File: config.mk
export PLATFORM = sky130hd
export DESIGN_NAME = evt_window_ctrl
export DESIGN_NICKNAME = d
export VERILOG_FILES = /design/src/rtl/evt_window_ctrl.sv
export SDC_FILE = /design/constraint.sdc
export NUM_CORES = 1
export LEC_CHECK = 0
export ABC_AREA = 1
export ABC_CLOCK_PERIOD_IN_PS = 3700
export CAP_MARGIN = 20
export CORE_MARGIN = 5
export CORE_UTILIZATION = 55
export CTS_CLUSTER_SIZE = 16
export DETAILED_ROUTE_END_ITERATION = 10
export HOLD_SLACK_MARGIN = 0.05
export PLACE_DENSITY = 0.88
export SYNTH_ARGS = -nofsm -noshare
export SYNTH_HDL_FRONTEND = slang
export SYNTH_SLANG_ARGS = --single-unit
File: constraint.sdc
create_clock -name clk_in -period 3.7 [get_ports clk_in]
set_input_delay 0.925 -clock clk_in [delete_from_list [all_inputs] [get_ports clk_in]]
set_output_delay 0.925 -clock clk_in [all_outputs]
set_load 0.1 [all_outputs]
File: src/rtl/evt_window_ctrl.sv
// evt_window_ctrl: opens a timed event gate over a bank of external counters,
// snapshots their values with sticky wrap flags, then streams one beat per
// channel over valid/ready (single-shot or back-to-back continuous windows).
module evt_window_ctrl #(
   parameter int unsigned NUM_CH    = 4,
   parameter int unsigned MAX_COUNT = 256,
   parameter int unsigned WINDOW    = 1000000,
   localparam int unsigned CW       = $clog2(MAX_COUNT),
   localparam int unsigned IW       = $clog2(NUM_CH)
) (
   input  logic                 clk_in,
   input  logic                 rst_in,
   input  logic                 start_in,
   input  logic                 continuous_in,
   input  logic                 abort_in,
   input  logic [NUM_CH-1:0]    evt_in,
   output logic [NUM_CH-1:0]    gated_evt_out,
   output logic                 cnt_rst_out,
   input  logic [NUM_CH*CW-1:0] count_in,
   output logic [CW-1:0]        data_out,
   output logic [IW-1:0]        chan_out,
   output logic                 ovf_out,
   output logic                 valid_out,
   input  logic                 ready_in,
   output logic                 busy_out
);

   // window counter only ever has to reach WINDOW-1
   localparam int unsigned WW = (WINDOW > 1) ? $clog2(WINDOW) : 1;

   localparam logic [WW-1:0] WIN_LAST = WW'(WINDOW - 1);
   localparam logic [CW-1:0] CNT_MAX  = CW'(MAX_COUNT - 1);
   localparam logic [IW-1:0] IDX_LAST = IW'(NUM_CH - 1);

   typedef enum logic [2:0] {
      S_IDLE  = 3'd0,
      S_CLEAR = 3'd1,
      S_COUNT = 3'd2,
      S_LATCH = 3'd3,
      S_SEND  = 3'd4
   } state_e;

   state_e                     state_q, state_d;
   logic [WW-1:0]              win_q, win_d;
   logic [IW-1:0]              idx_q, idx_d;
   logic [NUM_CH-1:0]          ovf_q, ovf_d;
   logic [NUM_CH-1:0][CW-1:0]  snap_q, snap_d;
   logic [NUM_CH-1:0][CW-1:0]  lane_c;

   logic                       gate_q, gate_d;
   logic                       cnt_rst_q, cnt_rst_d;
   logic                       valid_q, valid_d;
   logic                       busy_q, busy_d;
   logic [CW-1:0]              data_q, data_d;
   logic [IW-1:0]              chan_q, chan_d;
   logic                       ovf_out_q, ovf_out_d;

   assign lane_c = count_in;

   // event gate: combinational AND with the registered gate enable
   assign gated_evt_out = evt_in & {NUM_CH{gate_q}};

   assign cnt_rst_out = cnt_rst_q;
   assign valid_out   = valid_q;
   assign busy_out    = busy_q;
   assign data_out    = data_q;
   assign chan_out    = chan_q;
   assign ovf_out     = ovf_out_q;

   // next-state, window/channel bookkeeping, and output decode from next state
   always_comb begin
      state_d   = state_q;
      win_d     = win_q;
      idx_d     = idx_q;
      ovf_d     = ovf_q;
      snap_d    = snap_q;
      gate_d    = 1'b0;
      cnt_rst_d = 1'b0;
      valid_d   = 1'b0;
      busy_d    = 1'b0;
      data_d    = '0;
      chan_d    = '0;
      ovf_out_d = 1'b0;

      case (state_q)
         S_IDLE: begin
            if (start_in) state_d = S_CLEAR;
         end
         S_CLEAR: begin
            win_d   = '0;
            ovf_d   = '0;
            state_d = S_COUNT;
         end
         S_COUNT: begin
            // an accepted event on a saturated counter means it is about to wrap
            for (int i = 0; i < NUM_CH; i++) begin
               if (gated_evt_out[i] && (lane_c[i] == CNT_MAX)) ovf_d[i] = 1'b1;
            end
            if (win_q == WIN_LAST) state_d = S_LATCH;
            else                   win_d   = win_q + WW'(1);
         end
         S_LATCH: begin
            // counters have absorbed the last gated event by now
            snap_d  = lane_c;
            idx_d   = '0;
            state_d = S_SEND;
         end
         S_SEND: begin
            if (valid_q && ready_in) begin
               if (idx_q == IDX_LAST) state_d = continuous_in ? S_CLEAR : S_IDLE;
               else                   idx_d   = idx_q + IW'(1);
            end
         end
         default: state_d = S_IDLE;
      endcase

      if (abort_in) state_d = S_IDLE;

      gate_d    = (state_d == S_COUNT);
      cnt_rst_d = (state_d == S_CLEAR);
      valid_d   = (state_d == S_SEND);
      busy_d    = (state_d != S_IDLE);
      if (state_d == S_SEND) begin
         chan_d    = idx_d;
         ovf_out_d = ovf_d[idx_d];
         data_d    = ovf_d[idx_d] ? CNT_MAX : snap_d[idx_d];
      end
   end

   // state and registered outputs
   always_ff @(posedge clk_in or posedge rst_in) begin
      if (rst_in) begin
         state_q   <= S_IDLE;
         win_q     <= '0;
         idx_q     <= '0;
         ovf_q     <= '0;
         snap_q    <= '0;
         gate_q    <= 1'b0;
         cnt_rst_q <= 1'b0;
         valid_q   <= 1'b0;
         busy_q    <= 1'b0;
         data_q    <= '0;
         chan_q    <= '0;
         ovf_out_q <= 1'b0;
      end else begin
         state_q   <= state_d;
         win_q     <= win_d;
         idx_q     <= idx_d;
         ovf_q     <= ovf_d;
         snap_q    <= snap_d;
         gate_q    <= gate_d;
         cnt_rst_q <= cnt_rst_d;
         valid_q   <= valid_d;
         busy_q    <= busy_d;
         data_q    <= data_d;
         chan_q    <= chan_d;
         ovf_out_q <= ovf_out_d;
      end
   end

endmodule

Word-level counts from Yosys, hierarchy flattened. Cells that the tools add are included.

Add/subtract/negate cells: 2. Magnitude comparators: 1. Eq/ne operators: 14. Muxes and demuxes: 26. Bitwise gates (word level): 1. Reduce and logical (&&, ||, !) cells: 9.

Operators by type and width (number): $pmux W20 S2 (1); $eq A8 B8 Y1 const B (4); $mux W32 (1); $mux W8 (3); $add A20 B1 Y20 const B (1); $eq A20 B20 Y1 const B (1); $mux W20 (1); $bmux W8 S2 (1); $mux W3 (5); $pmux W3 S5 (1); $eq A3 B2 Y1 const B (3); $pmux W4 S2 (1); $mux W1 (7); $eq A3 B1 Y1 const B (2); $eq A3 B3 Y1 const B (2); $mux W2 (3); $logic_and A1 B1 Y1 (5); $and A4 B4 Y4 (1); $pmux W2 S2 (1); $logic_not A3 Y1 (1); $lt A2 B3 Y1 const B (1); $reduce_bool A3 Y1 (1); $add A2 B1 Y2 const B (1); $bmux W1 S2 (1); other kinds (4) (4).

Flip-flop bits (word level): 76. Output and inout port bits: 18. Word-level logic and storage cells: 68.

Logic depth before layout (Yosys ltp).
Depth in word-level cells: 8. Mapped depth: 13.

Worst setup path before layout. Ideal clock, no wire load.

Path kind: input to output. Start point: input port evt_in[3]. End point: output port gated_evt_out[3]. Arrival: 1.568 ns. Path slack: 1.207 ns. Stages on the path: 2. Path buffers: 0. Cell sequence: nand2_1 -> inv_1.

Word-level cells in the longest chain between the ends: 1.

Ends and longest elaborated chain: start: declaration (RTL line 16) `input logic [NUM_CH-1:0] evt_in,`; $and A4 B4 Y4 (RTL line 61) `assign gated_evt_out = evt_in & {NUM_CH{gate_q}};`; end: declaration (RTL line 17) `output logic [NUM_CH-1:0] gated_evt_out,`.

Every way passes these cells.

Worst setup path after layout.
Start point: register ovf_out_q, in the netlist ovf_out. End point: output port ovf_out.

RTL lines: start: declaration (RTL line 56) `logic ovf_out_q, ovf_out_d;`; start signal: assignment (RTL line 157) `ovf_out_q <= ovf_out_d;`; end: declaration (RTL line 22) `output logic ovf_out,`.

No word-level cell between the ends.

==> out/qor.yml <==
grt_pass1_wl_um: 16300
worstPathArrival_ns: 1.84
crit_required_ns: 2.77
first_global_vias: 3522
place_area_um2: 4770
insertion_delay_ns: 0.35
setup_viol: 0
hold_buffers: 0
fin_skew_ns: 0.00722
post-dp-hpwl_um: 7170
path_clk_slew_ns: 0.08
cts-resized-gates: 0
firstDrtPassIters: 5
rsz0062_at_grt: "no"
place_congestion: 0.876
antenna_found_initial: 0
yosysUniqueCellTypes: 36
cts_max_path_buffers: 2
final_area_um2: 5020
maxCapViolations: 0
viasPerCell: 5.22
htree_levels: 3
power_density_nw_per_um2: 555
die_area_um2: 9420
max_stage_delay_ns: 1.14
rows: 31
cts.sinks: 76
timing_hold_violations_final: 0
cts_tree: "built"
finalSetupTns_ns: 0
path_cells: "clkdlybuf4s50_1"
yosys-top-cells-count: "145 x nand2_1, 97 x inv_1, 76 x dfrtp_1, 65 x nor2_1, 37 x o21ai_1"
power_w: 0.00278
fin_crit_sh_pct: 74.9
clock-root-buffer: "clkbuf_8"
path_buf_inv: 1
coreArea_um2: 7330
final-max-slew-violation-count: 0
syn_area_um2: 4170
grt_usage_pct: 21.2
status: "completed"
crit_path_start_kind: "flip-flop"
critPathKind: "flip-flop to output port"
n_antenna_cell: 0
ant_nets: 0
cts_buffers: 9
fin_hold_ws_ns: 0.498
hold_path.class: "flip-flop to flip-flop"
fin_nets: 653
synth.most_common_cell: "nand2_1"
ys_seq_elements: 76
synth_top_area_share_pct: 45.6
dp_slack_ns: 0.979
yosys_warnings: 0
peakVddDrop_mv: 0.324
setup_ws_ns: 0.930
via_count: 3721
endpoint_kind: "output port"
synth_edf_count: 0
fp.dieW_um: 97.1
synth_top_cell_by_area: "dfrtp_1"
slew_headroom_pct: 33.9
drt_iter0_markers: 237
worstPathMaxFanout: 1
synth_area_per_cell_um2: 7.54
yosys-top-cells-area: "dfrtp_1 46%, nand2_1 13%, inv_1 8.7%"
wl_um: 9920
initial_core_util_pct: 56.9
grt_start_max_net_pins: 77
worstMarginPinSlew_ns: 0.988
synth_flop_cell: "dfrtp_1"
maxClockFrequency_mhz: 361
nFillCells: 575
io_pins: 60
post_cts_buffers: 0
synth-async-reset-ratio_pct: 100
critPathSlowestCell: "clkdlybuf4s50_1"
syn_nets: 596
ys_seq_area_share_pct: 45.6
wl_per_cell_um: 13.9
die_h_um: 97.1
grt_overflow: 0
area_growth_syn_to_layout_pct: 20.4
p_leak_nw: 2.57
drc_errors: 0
drive_gt1_share_pct: 7.82
cp_top_family: "buffers and inverters"
synth_cells: 553
io_buffers: 59
min_period_ns: 2.77
flip-flops by register name, indices dropped and copies added, names as in the netlist:
| register | cells |
|---|---|
| busy_out | 1 |
| idx_q | 2 |
| state_q | 3 |
| data_out | 8 |
| ovf_q | 4 |
| ovf_out | 1 |
| valid_out | 1 |
| gate_q | 1 |
| win_q | 20 |
| chan_out | 2 |
| cnt_rst_out | 1 |
| snap_q | 32 |
routing by layer:
metal  up-vias  routed length (um)  part of all wire, %  track usage, %
met2       110                5130                   52            37.0
li1       1816                   -                    -               -
met3        21                 427                  4.3            4.02
met5         -                   0                    0               0
met1      1774                4130                   42            26.2
met4         0                 236                  2.4            7.67
through the flow:
step / util [%] / std cells
final: 68.5 / 713
after global routing: 68.5 / 713
after CTS: 68.5 / 713
after detailed placement: 65.1 / 698
after global placement: 65.1 / 698
after floorplan: - / 553
where the power goes:
group	internal, W	total [W]	switching [W]	leakage, nW
registers	0.000999	0.00107	0.0000740	0.974
clock network	0.000468	0.000790	0.000323	0.123
logic	0.000316	0.000921	0.000606	1.47
total	0.00178	0.00278	0.00100	2.57
path summary, 6_finish.rpt:
kind | startpoint | endpoint | slack (ns) | cells after the start
setup / recovery | ovf_out | ovf_out | 0.93 | 1
hold / removal | ovf_q[1] | ovf_q[1] | 0.50 | 2
setup reg to reg | state_q[2] | data_out[0] | 1.17 | 10
hold reg to reg | ovf_q[1] | ovf_q[1] | 0.50 | 2
max in group asynchronous | rst_in | win_q[15] | 2.40 | 3
min in group asynchronous | rst_in | state_q[1] | 0.97 | 3
cell families (layout without fill, tap and decap cells):
family	count (synthesis)	count (layout)	share of synthesized area, %
compound gates	66	66	9.21
xor+xnor	13	13	2.73
fa+ha+maj	1	1	0.300
buf+inv	119	180	12.6
flops	76	76	45.6
simple gates	278	278	29.5
cell usage in the layout, fill, tap and decap left out, types with 3 or more instances in the layout:
cell type,n
o21ai_0,19
inv_6,3
nand3_1,36
clkdlybuf4s50_1,55
xnor2_1,4
nand2_1,145
buf_4,6
nand2_4,3
inv_2,6
nor2_1,65
dfrtp_1,76
nand4_1,12
o21ai_1,37
nor3_1,4
bufinv_16,3
nor2_2,3
clkbuf_8,10
xor2_1,9
inv_1,96
cell type report:
type	count	area [um^2]	share of cell area (%)
clock buffer	10	138	2.74
clock inverter	5	108	2.14
inverter	103	392	7.80
multi-input combinational	358	1740	34.7
sequential	76	1900	37.9
tap	99	124	2.47
timing repair buffer	62	616	12.3
Note: power is estimated with default switching activity, not from simulation.
